[config.mk]
export PLATFORM = sky130hd
export DESIGN_NAME = ram_output_ctrl
export DESIGN_NICKNAME = d
export VERILOG_FILES = /design/src/rtl/ram_output_ctrl.sv
export SDC_FILE = /design/constraint.sdc
export NUM_CORES = 1
export LEC_CHECK = 0
export ABC_AREA = 1
export CELL_PAD_IN_SITES_DETAIL_PLACEMENT = 2
export CELL_PAD_IN_SITES_GLOBAL_PLACEMENT = 2
export CORE_UTILIZATION = 24
export CTS_CLUSTER_DIAMETER = 120
export DETAILED_ROUTE_END_ITERATION = 12
export PLACE_DENSITY = 0.95
export SKIP_LAST_GASP = 1
export SLEW_MARGIN = 10
export SYNTH_ARGS = -nofsm -noshare
export SYNTH_HDL_FRONTEND = slang
export SYNTH_SLANG_ARGS = --single-unit
[constraint.sdc]
create_clock -name clk -period 2.3 [get_ports clk]
set_clock_uncertainty 0.15 [all_clocks]
set_input_delay 0.345 -clock clk [delete_from_list [all_inputs] [get_ports clk]]
set_output_delay 0.345 -clock clk [all_outputs]
set_load 0.005 [all_outputs]
[src/rtl/ram_output_ctrl.sv]
// Owns every control input of the 16x8 output RAM: sequences a full-array clear,
// arbitrates the single address port between the compute write client and the host read client.
module ram_output_ctrl #(
    parameter int                    DATA_WIDTH     = 8,
    parameter int                    ADDR_WIDTH     = 4,
    parameter logic [DATA_WIDTH-1:0] CLEAR_VAL      = '0,
    parameter int                    CLEAR_ON_RESET = 1
) (
    input  logic                  clk,
    input  logic                  rst,
    input  logic                  wr_valid,
    output logic                  wr_ready,
    input  logic [ADDR_WIDTH-1:0] wr_addr,
    input  logic [DATA_WIDTH-1:0] wr_data,
    input  logic                  rd_valid,
    output logic                  rd_ready,
    input  logic [ADDR_WIDTH-1:0] rd_addr,
    output logic                  rd_rsp_valid,
    output logic [DATA_WIDTH-1:0] rd_rsp_data,
    input  logic                  clr_start,
    output logic                  busy,
    output logic                  ram_we,
    output logic [ADDR_WIDTH-1:0] ram_addr,
    output logic [DATA_WIDTH-1:0] ram_data,
    input  logic [DATA_WIDTH-1:0] ram_q
);

    typedef enum logic [1:0] {CLEAR, IDLE, RD_ADDR, RD_CAP} state_t;
    typedef enum logic {CLIENT_WR, CLIENT_RD} client_t;

    localparam logic [ADDR_WIDTH-1:0] LAST_ADDR   = '1;
    localparam state_t                RESET_STATE = (CLEAR_ON_RESET != 0) ? CLEAR : IDLE;

    state_t                state_reg;
    client_t               rr_last_reg;
    logic [ADDR_WIDTH-1:0] clr_cnt_reg;
    logic                  clr_pending_reg;
    logic                  hold;
    logic                  wr_acc;
    logic                  rd_acc;

    // A clear request (new or pending) blocks both clients in the same cycle it is seen.
    assign hold   = clr_start | clr_pending_reg;
    assign wr_acc = wr_valid & wr_ready;
    assign rd_acc = rd_valid & rd_ready;
    assign busy   = (state_reg == CLEAR) | clr_pending_reg;

    always_comb begin
        wr_ready = 1'b0;
        rd_ready = 1'b0;
        case (state_reg)
            IDLE: begin
                if (!hold) begin
                    if (wr_valid && rd_valid) begin
                        wr_ready = (rr_last_reg == CLIENT_RD);
                        rd_ready = (rr_last_reg == CLIENT_WR);
                    end else begin
                        wr_ready = wr_valid;
                        rd_ready = rd_valid;
                    end
                end
            end
            // Read address is already in the RAM (or about to be), so writes may slip in.
            RD_ADDR, RD_CAP: wr_ready = wr_valid & ~hold;
            default: ;
        endcase
    end

    always_ff @(posedge clk) begin
        if (rst) begin
            state_reg       <= RESET_STATE;
            rr_last_reg     <= CLIENT_RD;
            clr_cnt_reg     <= '0;
            clr_pending_reg <= 1'b0;
            ram_we          <= 1'b0;
            ram_addr        <= '0;
            ram_data        <= '0;
            rd_rsp_valid    <= 1'b0;
            rd_rsp_data     <= '0;
        end else begin
            ram_we       <= 1'b0;
            rd_rsp_valid <= 1'b0;
            if (wr_acc) begin
                ram_we      <= 1'b1;
                ram_addr    <= wr_addr;
                ram_data    <= wr_data;
                rr_last_reg <= CLIENT_WR;
            end
            if (rd_acc) begin
                ram_addr    <= rd_addr;
                rr_last_reg <= CLIENT_RD;
            end
            case (state_reg)
                CLEAR: begin
                    ram_we   <= 1'b1;
                    ram_addr <= clr_cnt_reg;
                    ram_data <= CLEAR_VAL;
                    if (clr_cnt_reg == LAST_ADDR) begin
                        state_reg       <= IDLE;
                        clr_cnt_reg     <= '0;
                        clr_pending_reg <= 1'b0;
                    end else begin
                        clr_cnt_reg <= clr_cnt_reg + 1'b1;
                    end
                end
                IDLE: begin
                    if (clr_start) begin
                        state_reg <= CLEAR;
                    end else if (rd_acc) begin
                        state_reg <= RD_ADDR;
                    end
                end
                RD_ADDR: begin
                    if (clr_start) begin
                        clr_pending_reg <= 1'b1;
                    end
                    state_reg <= RD_CAP;
                end
                RD_CAP: begin
                    rd_rsp_valid <= 1'b1;
                    rd_rsp_data  <= ram_q;
                    if (hold) begin
                        clr_pending_reg <= 1'b1;
                        state_reg       <= CLEAR;
                    end else begin
                        state_reg <= IDLE;
                    end
                end
                default: state_reg <= RESET_STATE;
            endcase
        end
    end

endmodule

== Yosys cells after proc, flatten, opt, wreduce, memory -nomap -nowiden ==
Cells that the tools add are included.

* Flip-flop bits (word level): 30
* Output and inout bits: 25
* Bits of input ports: 29

* Reduce and logical (&&, ||, !) cells: 9
* Add/sub/neg operators: 1
* Multiplexer cells: 22
* Bitwise operators: 7
* Eq/ne operators: 8

{| class="wikitable"
|+ Operators by type and width
! operator !! number
|-
| 4-bit 2-to-1 mux || 4
|-
| 1-bit 2-to-1 mux || 12
|-
| 2-bit one-hot mux with 4 select lines || 1
|-
| 2-bit 2-to-1 mux || 3
|-
| 3-bit nonzero test || 2
|-
| 2-bit OR reduction || 3
|-
| 4-bit by 1-bit adder with 4-bit output (second input constant) || 1
|-
| 2-bit equality test (second input constant) || 2
|-
| 4-bit equality test (second input constant) || 1
|-
| 2-bit inequality test (second input constant) || 2
|-
| 4-bit AND reduction || 1
|-
| 1-bit AND || 3
|-
| 3-bit inequality test (second input constant) || 1
|-
| 1-bit one-hot mux with 3 select lines || 1
|-
| 2-bit by 1-bit equality test with 1-bit output (second input constant) || 1
|-
| 2-bit zero test || 1
|-
| 2-bit by 1-bit inequality test with 1-bit output (second input constant) || 1
|-
| 1-bit NOT || 2
|-
| 1-bit OR || 2
|-
| 1-bit one-hot mux with 2 select lines || 1
|-
| 2-bit AND reduction || 1
|-
| 1-bit logical AND || 1
|}

== Logic depth before layout (Yosys ltp) ==
Gate-level depths: netlist of the first run.

* Depth in word-level cells: 8
* Mapped depth: 9
* Gate-level depth less buffers: 9

== Worst setup path before layout of the first run ==
Ideal clock, no wire load.

* Path type: input-to-output
* Start: input clr_start
* End: output wr_ready
* Slack: 1.013 ns
* Data arrival time: 0.792 ns
* Stages: 5
* Cells stage by stage: inv_1 > nand2_2 > nor2_2 > nand2_4 > nor2_4

* Word-level cells in the longest chain between the ends: 4
* Elaborated cells between the ends (all ways): 5
* Classes of those cells: mux: 2; bitwise: 3

{| class="wikitable"
|+ Ends and longest elaborated chain
! item !! RTL line !! text
|-
| start, declared || 20 || <nowiki>input logic clr_start,</nowiki>
|-
| 1-bit OR * || 43 || <nowiki>assign hold = clr_start | clr_pending_reg;</nowiki>
|-
| 1-bit NOT || 64 || <nowiki>RD_ADDR, RD_CAP: wr_ready = wr_valid & ~hold;</nowiki>
|-
| 1-bit AND || 64 ||
|-
| 1-bit one-hot mux with 2 select lines * || 51 || <nowiki>case (state_reg)</nowiki>
|-
| end, declared || 12 || <nowiki>output logic wr_ready,</nowiki>
|}

Every way passes the cells marked *; elsewhere a longest branch is shown, timed or not.

== Worst setup path in the final report of the first run ==
* Start: input clr_start
* End: output rd_ready

* Word-level cells in the longest chain between the ends: 3

{| class="wikitable"
|+ Ends and longest elaborated chain
! item !! RTL line !! text
|-
| 1-bit OR || 43 ||
|-
| 1-bit 2-to-1 mux || 53 || <nowiki>if (!hold) begin</nowiki>
|-
| 1-bit 2-to-1 mux || 51 ||
|-
| end, declared || 16 || <nowiki>output logic rd_ready,</nowiki>
|}

No other way between the ends.

==> impl_metrics.env, run 1 <==
export IMPL_status="completed"
export IMPL_cts_root_buf="clkbuf_8"
export IMPL_syn_nets=218
export IMPL_synth_seq_cells=30
export IMPL_cp_arrival_ns=1.69
export IMPL_initial_utilization_pct=25.44
export IMPL_rsz0062_at_grt="no"
export IMPL_ir_drop_mv=0.3546
export IMPL_grt_pass1_wl_um=7831
export IMPL_drc=0
export IMPL_ys_seq_area_share_pct=45.07
export IMPL_port_buffers=53
export IMPL_final_net_count=282
export IMPL_clockBufferDepth=2
export IMPL_path_max_fanout=3
export IMPL_areaGrowthSynthToFinish_pct=55.12
export IMPL_power_per_cell_area_nw_per_um2=508.1
export IMPL_relSlewSlack_pct=76.91
export IMPL_antenna_found_initial=0
export IMPL_first_global_vias=1620
export IMPL_syn_area_per_cell_sq_um=7.088
export IMPL_drt_pass1_iterations=4
export IMPL_final_layout_size_suffix_gt1_share_pct=11.51
export IMPL_die_y_um=76.52
export IMPL_hold_path_class="reg -> reg"
export IMPL_num_antenna_cells=0
export IMPL_mappedNetlistArea_sq_um=1333
export IMPL_cts_inserted_buffers=5
export IMPL_dieArea_sq_um=5855
export IMPL_tightestPinTransition_ns=0.3460
export IMPL_drt_iter0_drc=40
export IMPL_nFillCells=622
export IMPL_routed_wl_um=4620
export IMPL_dp_cells=315
export IMPL_reg_top3="ram_data: 8 flops, rd_rsp_data: 8 flops"
export IMPL_drv_cap=0
export IMPL_synth_cell_types=21
export IMPL_instances_no_fill=322
export IMPL_worstSetupPathType="in -> out"
export IMPL_ctsHtreeMaxLevel=2
export IMPL_cp_required_ns=1.80
export IMPL_start_kind="primary input"
export IMPL_grt_max_degree=17
export IMPL_cts_tree="done"
export IMPL_vias=1459
export IMPL_track_usage_pct=17.41
export IMPL_leakage_uw=0.0008499
export IMPL_clk_pin_slew_ns=0.06
export IMPL_dpl_hpwl_um=3569
export IMPL_fmax_mhz=457.3
export IMPL_grt_ovfl_total=0
export IMPL_cts_sinks=30
export IMPL_yosys_warnings=0
export IMPL_core_area_sq_um=5238
export IMPL_ios=54
export IMPL_period_share_pct=95.07
export IMPL_rows=26
export IMPL_place_congestion=0.7408
export IMPL_antenna_left=0
export IMPL_clock_latency_ns=0.29
export IMPL_slew_viol_final=0
export IMPL_end_kind="output port"
export IMPL_setup_tns_final_ns=0
export IMPL_fin_util_pct=39.46
export IMPL_die_x_um=76.52
export IMPL_wl_per_cell_um=14.35
export IMPL_finalHoldViolCount=0
export IMPL_post_route_min_period_ns=2.187
export IMPL_setup_viol=0
export IMPL_viasPerCell=4.531
export IMPL_syn_inst=188
[worst max-delay path, stage by stage]
cell and delay [ns]:
clkdlybuf4s50_1 0.47, nor2_4 0.15, nand3_2 0.11, nor2_4 0.10
clkdlybuf4s50_1 0.50
[final cells by class]
cell class,instances,area (sq um),area share [%]
sequential,30,600.6,29.06
clock buffer,7,76.32,3.692
timing repair buffer,60,581.8,28.15
tap,70,87.58,4.237
inverter,28,105.1,5.085
multi-input combinational,127,615.6,29.78
[per-layer routing]
metal / vias to the layer above / track usage, % / part of all wire [%]
met3: 7 / 6.587 / 6.3
met1: 695 / 18.59 / 41
met2: 38 / 31.26 / 51
met4: 0 / 5.769 / 1.3
li1: 719 / - / -
met5: - / 0 / 0
[placed cells by master (no fill, tap or decap)]
cell / instances
a211oi_1: 1
buf_4: 7
nand2_4: 1
clkdlybuf4s50_1: 52
clkbuf_8: 5
dfxtp_1: 30
clkbuf_1: 2
o211ai_1: 2
nand3_1: 9
nand2_1: 23
nor2_4: 4
nor3_1: 1
ha_1: 1
inv_2: 6
nand3_2: 2
a21oi_1: 11
o21ai_0: 20
nand2_2: 2
nor2_1: 45
nor2_2: 2
inv_1: 22
nand4_1: 3
dlygate4sd2_1: 1
[what timing repair did]
| item | 4_1_cts | 5_1_grt |
|---|---|---|
| hold buffers | 0 | 0 |
| pin swaps | 0 | 0 |
| setup buffers | 0 | 0 |
| endpoints found under the setup margin | 1 | 1 |
| gates resized for setup | 1 | 1 |
[cell families after synthesis]
family                     Yosys count  share of synthesized area [%]
AOI/OAI and AO/OA                   34                          13.33
adders and majority gates            1                         0.9388
buffers and inverters               31                          9.108
DFF                                 30                          45.07
and+or+nand+nor                     92                          31.55
[power breakdown]
group | internal, uW | switching (uW)
clock network | 208 | 190
registers | 529 | 7.05
logic | 68.3 | 48.3
total | 804 | 246
[worst paths after layout]
| kind | startpoint | end | slack (ns) | depth (start not counted) |
|---|---|---|---|---|
| min | rd_rsp_data[5]$_SDFFE_PP0P_ | rd_rsp_data[5]$_SDFFE_PP0P_ | 0.34 | 2 |
| min reg2reg | rd_rsp_data[5]$_SDFFE_PP0P_ | rd_rsp_data[5]$_SDFFE_PP0P_ | 0.34 | 2 |
| max | clr_start | rd_ready | 0.11 | 5 |
| max reg2reg | clr_pending_reg$_SDFFE_PP0P_ | ram_addr[0]$_SDFFE_PP0P_ | 0.79 | 9 |
[per-stage QoR]
| stage | power [uW] | hold WS (ns) | cell area (sq um) | worst slack, ns |
|---|---|---|---|---|
| finish | 1050 | 0.3369 | 2067 | 0.1134 |
| detailed placement | 662.9 | 0.3350 | 1987 | -0.05838 |
| global route | 1106 | 0.3719 | 2067 | 0.03423 |
| floorplan | 584.0 | 0.2641 | 1333 | 1.013 |
| global placement | 656.7 | 0.3144 | 1987 | 0.02387 |
| CTS | 1069 | 0.3497 | 2062 | 0.04879 |
[synth_stat cells (all sizes together)]
cell	count	area share (%)
nor2	51	17
dfxtp	30	45
inv	28	7.9
nand2	26	8.3
o21ai	20	7.5
a21oi	11	4.1
nand3	11	4.5
nand4	3	1.4
clkbuf	2	0.66
o211ai	2	1.1
a211oi	1	0.56
buf	1	0.56
ha	1	0.94
nor3	1	0.38
Power figures use the tool's default switching activity.
==> run 2: changes to the inputs <==
--- a/config.mk
+++ b/config.mk
@@ -6,12 +6,10 @@
 export NUM_CORES = 1
 export LEC_CHECK = 0
 export ABC_AREA = 1
-export CELL_PAD_IN_SITES_DETAIL_PLACEMENT = 2
-export CELL_PAD_IN_SITES_GLOBAL_PLACEMENT = 2
-export CORE_UTILIZATION = 24
+export CORE_UTILIZATION = 45
 export CTS_CLUSTER_DIAMETER = 120
 export DETAILED_ROUTE_END_ITERATION = 12
-export PLACE_DENSITY = 0.95
+export PLACE_DENSITY = 0.8
 export SKIP_LAST_GASP = 1
 export SLEW_MARGIN = 10
 export SYNTH_ARGS = -nofsm -noshare
==> run 2 against run 1 <==
  * Worst setup slack worse by 0.031 ns
  * Power up 0.14%
  * Flip-flop and latch count unchanged
  * Critical path depth up 1
  * Combinational power down 7%
  * Fmax down 1.4%
  * Via count down 5.6%
  * Core utilization up 33 points
  * Sequential share of layout area up 0.85 points
  * Global-route usage up 4.4 points
  * Highest routed layer unchanged
==> impl_metrics.env, run 2 (synthesis gave the netlist of run 1 again) <==
export IMPL_antenna_found_initial=0
export IMPL_relSlewSlack_pct=67.22
export IMPL_power_per_cell_area_nw_per_um2=523.7
export IMPL_clockBufferDepth=2
export IMPL_period_share_pct=96.40
export IMPL_worst_slack_ns=0.08283
export IMPL_place_congestion=0.7709
export IMPL_hold_path_class="reg -> reg"
export IMPL_drt_iter0_drc=54
export IMPL_reg_top3="ram_data: 8 flops, rd_rsp_data: 8 flops"
export IMPL_drc=0
export IMPL_vias=1378
export IMPL_ctsResizeCount=0
export IMPL_wl_per_cell_um=10.96
export IMPL_leakage_uw=0.0008484
export IMPL_track_usage_pct=21.82
export IMPL_final_layout_size_suffix_gt1_share_pct=11.51
export IMPL_worstSetupPathType="in -> out"
export IMPL_cp_required_ns=1.80
export IMPL_dpl_hpwl_um=2242
export IMPL_setup_viol=0
export IMPL_num_antenna_cells=0
export IMPL_fmax_mhz=451.0
export IMPL_cts_root_buf="clkbuf_4"
export IMPL_ctsHoldBuffers=0
export IMPL_final_net_count=281
export IMPL_rows=19
export IMPL_dieArea_sq_um=3183
export IMPL_grt_ovfl_total=0
export IMPL_port_buffers=53
export IMPL_cts_inserted_buffers=5
export IMPL_antenna_left=0
export IMPL_ctsHtreeMaxLevel=2
export IMPL_cts_tree="done"
export IMPL_routed_wl_um=3103
export IMPL_start_kind="primary input"
export IMPL_clock_latency_ns=0.33
export IMPL_final_cell_mix="clkdlybuf4s50_1, nor2_1, dfxtp_1, nand2_1, inv_1"
export IMPL_path_max_fanout=3
export IMPL_finalHoldViolCount=0
export IMPL_grt_max_degree=19
export IMPL_status="completed"
export IMPL_ios=54
export IMPL_cts_sinks=30
export IMPL_die_y_um=56.42
export IMPL_slew_viol_final=0
export IMPL_die_x_um=56.42
export IMPL_first_global_vias=1232
export IMPL_viasPerCell=4.869
export IMPL_post_route_min_period_ns=2.217
export IMPL_finalHoldWorstSlack_ns=0.3375
export IMPL_tightestPinTransition_ns=0.4911
export IMPL_initial_utilization_pct=47.91
export IMPL_areaGrowthSynthToFinish_pct=50.70
export IMPL_end_kind="output port"
export IMPL_grt_pass1_wl_um=5299
export IMPL_drt_pass1_iterations=4
export IMPL_drv_cap=0
export IMPL_cp_arrival_ns=1.72
export IMPL_setup_tns_final_ns=0
export IMPL_rsz0062_at_grt="no"
export IMPL_pre_cts_ws_ns=0.01580
export IMPL_core_area_sq_um=2781
export IMPL_final_common_cell="clkdlybuf4s50_1"
export IMPL_ir_drop_mv=0.4389
export IMPL_post_cts_buffers=0
export IMPL_fin_util_pct=72.20
export IMPL_clk_pin_slew_ns=0.09
-- run 2: cell types whose count changed in the layout (fill, tap and decap cells not counted), sizes merged --
cell          previous run  this run
bufinv                   0         1
dlymetal6s2s             0         1
dlygate4sd2              1         0
buf                      7         6
-- run 2: layer usage --
| metal | up-vias | wire [um] | GRT usage [%] |
|---|---|---|---|
| met4 | 0 | 46 | 9.059 |
| met1 | 593 | 1474 | 28.63 |
| met2 | 56 | 1338 | 31.46 |
| met5 | - | 0 | 0 |
| li1 | 723 | - | - |
| met3 | 6 | 244 | 9.217 |
-- run 2: through the flow --
| stage | cell area [sq um] | total power, uW | instances |
|---|---|---|---|
| CTS | 2006 | 1060 | 283 |
| detailed placement | 1931 | 654.2 | 275 |
| global route | 2008 | 1105 | 283 |
| floorplan | 1333 | 584.0 | 188 |
| finish | 2008 | 1052 | 283 |
| global placement | 1931 | 653.4 | 275 |
-- run 2: path summary, 6_finish.rpt --
| kind | from | endpoint | slack [ns] | cells after the start |
|---|---|---|---|---|
| worst min register to register | rd_rsp_data[5]$_SDFFE_PP0P_ | rd_rsp_data[5]$_SDFFE_PP0P_ | 0.34 | 2 |
| worst max-delay path | wr_valid | wr_ready | 0.08 | 6 |
| worst min-delay path | rd_rsp_data[5]$_SDFFE_PP0P_ | rd_rsp_data[5]$_SDFFE_PP0P_ | 0.34 | 2 |
| worst max register to register | clr_pending_reg$_SDFFE_PP0P_ | ram_addr[0]$_SDFFE_PP0P_ | 0.85 | 8 |
-- run 2: power breakdown --
| group | switching [uW] | internal (uW) | leakage [uW] |
|---|---|---|---|
| registers | 6.01 | 528 | 0.000243 |
| clock network | 178 | 230 | 0.0000395 |
| logic | 42.7 | 66.7 | 0.000566 |
-- run 2: critical path, stage by stage --
cell	delay [ns]
clkdlybuf4s50_1	0.51
inv_1	0.06
nor2_2	0.14
nand2_4	0.07
nor2_4	0.08
clkdlybuf4s50_1	0.52
-- run 2: final cells by class --
type | instances | area (sq um)
clock buffer | 7 | 45.04
clock inverter | 1 | 30.03
fill | 253 | 773.2
inverter | 28 | 105.1
multi-input combinational | 127 | 610.6
sequential | 30 | 600.6
tap | 31 | 38.79
timing repair buffer | 59 | 578.1
==> run 3: changes to the inputs <==
--- a/config.mk
+++ b/config.mk
@@ -6,6 +6,7 @@
 export NUM_CORES = 1
 export LEC_CHECK = 0
 export ABC_AREA = 1
+export CORE_MARGIN = 3
 export CORE_UTILIZATION = 45
 export CTS_CLUSTER_DIAMETER = 120
 export DETAILED_ROUTE_END_ITERATION = 12
==> run 3 against run 2 <==
  * Power fell by 7.9%
  * Sequential share of layout area rose by 0.15 points
  * Non-clock buffer count did not move
  * Worst setup slack improved by 0.011 ns
  * Wire length rose by 5.2%
  * Sequential power barely moved
  * Combinational power barely moved
  * Count of clock-buffer cells in the layout did not move
  * Die area rose by 15%
==> impl_metrics.env, run 3 (synthesis gave the netlist of run 1 again) <==
export IMPL_antenna_left=0
export IMPL_die_y_um=60.42
export IMPL_clk_pin_slew_ns=0.09
export IMPL_die_x_um=60.42
export IMPL_cp_slowest_stage_delay_ns=0.51
export IMPL_power_switching_uw=226.0
export IMPL_wl_per_cell_um=11.53
export IMPL_final_common_cell="clkdlybuf4s50_1"
export IMPL_antenna_found_initial=0
export IMPL_num_antenna_cells=0
export IMPL_setup_tns_final_ns=0
export IMPL_cp_required_ns=1.80
export IMPL_routed_wl_um=3263
export IMPL_multi_input_area_sq_um=615.6
export IMPL_slew_viol_final=0
export IMPL_final_layout_size_suffix_gt1_share_pct=11.51
export IMPL_setup_viol=0
export IMPL_cp_top_family="buffers and inverters"
export IMPL_status="completed"
export IMPL_clock_latency_ns=0.33
export IMPL_fmax_mhz=453.2
export IMPL_grt_max_degree=19
export IMPL_cp_arrival_ns=1.71
export IMPL_viasPerCell=4.845
export IMPL_rows=19
export IMPL_crit_chain="clkdlybuf4s50_1 -> nor2_4 -> nand3_1 -> nor2_4 -> clkdlybuf4s50_1"
export IMPL_grt_pass1_wl_um=5057
export IMPL_p_comb_share_pct=11.4
export IMPL_drv_cap=0
export IMPL_power_frac_seq_pct=55.1
export IMPL_drt_pass1_iterations=4
export IMPL_seqCellArea_sq_um=600.6
export IMPL_cts_inserted_buffers=5
export IMPL_cp_num_buf_inv=2
export IMPL_ir_drop_mv=0.5038
export IMPL_port_buffers=53
export IMPL_instances_no_fill=283
export IMPL_drt_iter0_drc=72
export IMPL_dieArea_sq_um=3650
export IMPL_cts_root_buf="clkbuf_4"
export IMPL_dp_cells=275
export IMPL_grt_ovfl_total=0
export IMPL_rsz0062_at_grt="no"
export IMPL_post_route_min_period_ns=2.206
export IMPL_period_share_pct=95.93
export IMPL_start_kind="primary input"
export IMPL_initial_utilization_pct=47.91
export IMPL_path_max_fanout=3
export IMPL_nFillCells=234
export IMPL_first_global_vias=1180
export IMPL_reg_top3="ram_data: 8 flops, rd_rsp_data: 8 flops"
export IMPL_finalHoldViolCount=0
export IMPL_worstSetupPathType="in -> out"
export IMPL_track_usage_pct=18.75
export IMPL_end_kind="output port"
export IMPL_clkPwrFrac_pct=33.5
export IMPL_dpl_hpwl_um=2432
export IMPL_r2r_slack_ns=0.82
export IMPL_netSwitchingFraction_pct=23.33
export IMPL_cp_slowest_cell="clkdlybuf4s50_1"
export IMPL_final_net_count=281
export IMPL_hold_path_class="reg -> reg"
export IMPL_place_congestion=0.8601
export IMPL_power_per_cell_area_nw_per_um2=484.8
export IMPL_core_area_sq_um=2781
export IMPL_tightestPinTransition_ns=0.4784
export IMPL_drc=0
export IMPL_clockBufferDepth=2
export IMPL_relSlewSlack_pct=68.07
export IMPL_post_cts_buffers=0
export IMPL_cts_tree="done"
export IMPL_areaGrowthSynthToFinish_pct=49.95
export IMPL_ctsHtreeMaxLevel=2
export IMPL_final_cell_mix="clkdlybuf4s50_1, nor2_1, dfxtp_1, nand2_1, inv_1"
export IMPL_intPower_uw=742.7
export IMPL_vias=1371
export IMPL_ios=54
export IMPL_leakage_uw=0.0008557
export IMPL_cts_sinks=30
[run 3: changes by cell type in the layout (fill, tap and decap cells not counted), sizes merged]
cell / before / now
clkinv: 0 / 1
bufinv: 1 / 0
[run 3: worst min-delay path, cell delays in order (launching register included)]
cell and delay [ns]:
dfxtp_1 0.33, nor2_1 0.04, nor2_1 0.08
[run 3: cell type report]
cell class / count / share of cell area (%)
clock buffers: 7 / 2.755
clock inverters: 1 / 0.2505
inverters: 28 / 5.260
multi-input cells: 127 / 30.81
flip-flops and latches: 30 / 30.06
well taps: 31 / 1.941
repair buffers: 59 / 28.93
[run 3: worst paths after layout]
| check | startpoint | end | cells after the start |
|---|---|---|---|
| worst max-delay path | clr_start | rd_ready | 5 |
| worst max register to register | clr_pending_reg$_SDFFE_PP0P_ | ram_addr[0]$_SDFFE_PP0P_ | 8 |
| worst min-delay path | rd_rsp_data[4]$_SDFFE_PP0P_ | rd_rsp_data[4]$_SDFFE_PP0P_ | 2 |
| worst min register to register | rd_rsp_data[4]$_SDFFE_PP0P_ | rd_rsp_data[4]$_SDFFE_PP0P_ | 2 |
[run 3: layer usage]
layer | vias up | part of all wire [%] | track usage, %
met5 | - | 0 | 0
met4 | 0 | 1.3 | 7.121
met3 | 5 | 9.3 | 9.574
met2 | 43 | 45 | 27.62
met1 | 602 | 45 | 23.50
li1 | 721 | - | -
[run 3: what timing repair did]
| item | in CTS | in global routing |
|---|---|---|
| gates resized for setup | 0 | 2 |
| hold buffers | 0 | 0 |
| setup endpoints to repair | 0 | 1 |
[run 3: power by group through the flow]
stage / clock [uW] / sequential, uW / combinational [uW]
after floorplan: 0 / 545 / 38.7
after CTS: 337 / 534 / 110
after global placement: 0 / 546 / 107
after global routing: 362 / 535 / 122
after detailed placement: 0 / 546 / 109
final: 325 / 534 / 110
[run 3: through the flow]
stage / worst slack (ns) / instance area, sq um / total power (uW) / utilization [%] / hold WS (ns)
final: 0.09357 / 1998 / 968.7 / 71.84 / 0.3336
after global routing: 0.02581 / 1998 / 1019 / 71.84 / 0.3601
after CTS: 0.003365 / 1991 / 980.8 / 71.57 / 0.3425
after detailed placement: 0.01275 / 1931 / 654.6 / 69.41 / 0.3206
after global placement: 0.03358 / 1931 / 653.1 / 69.41 / 0.3126
after floorplan: 1.013 / 1333 / 584.0 / - / 0.2641
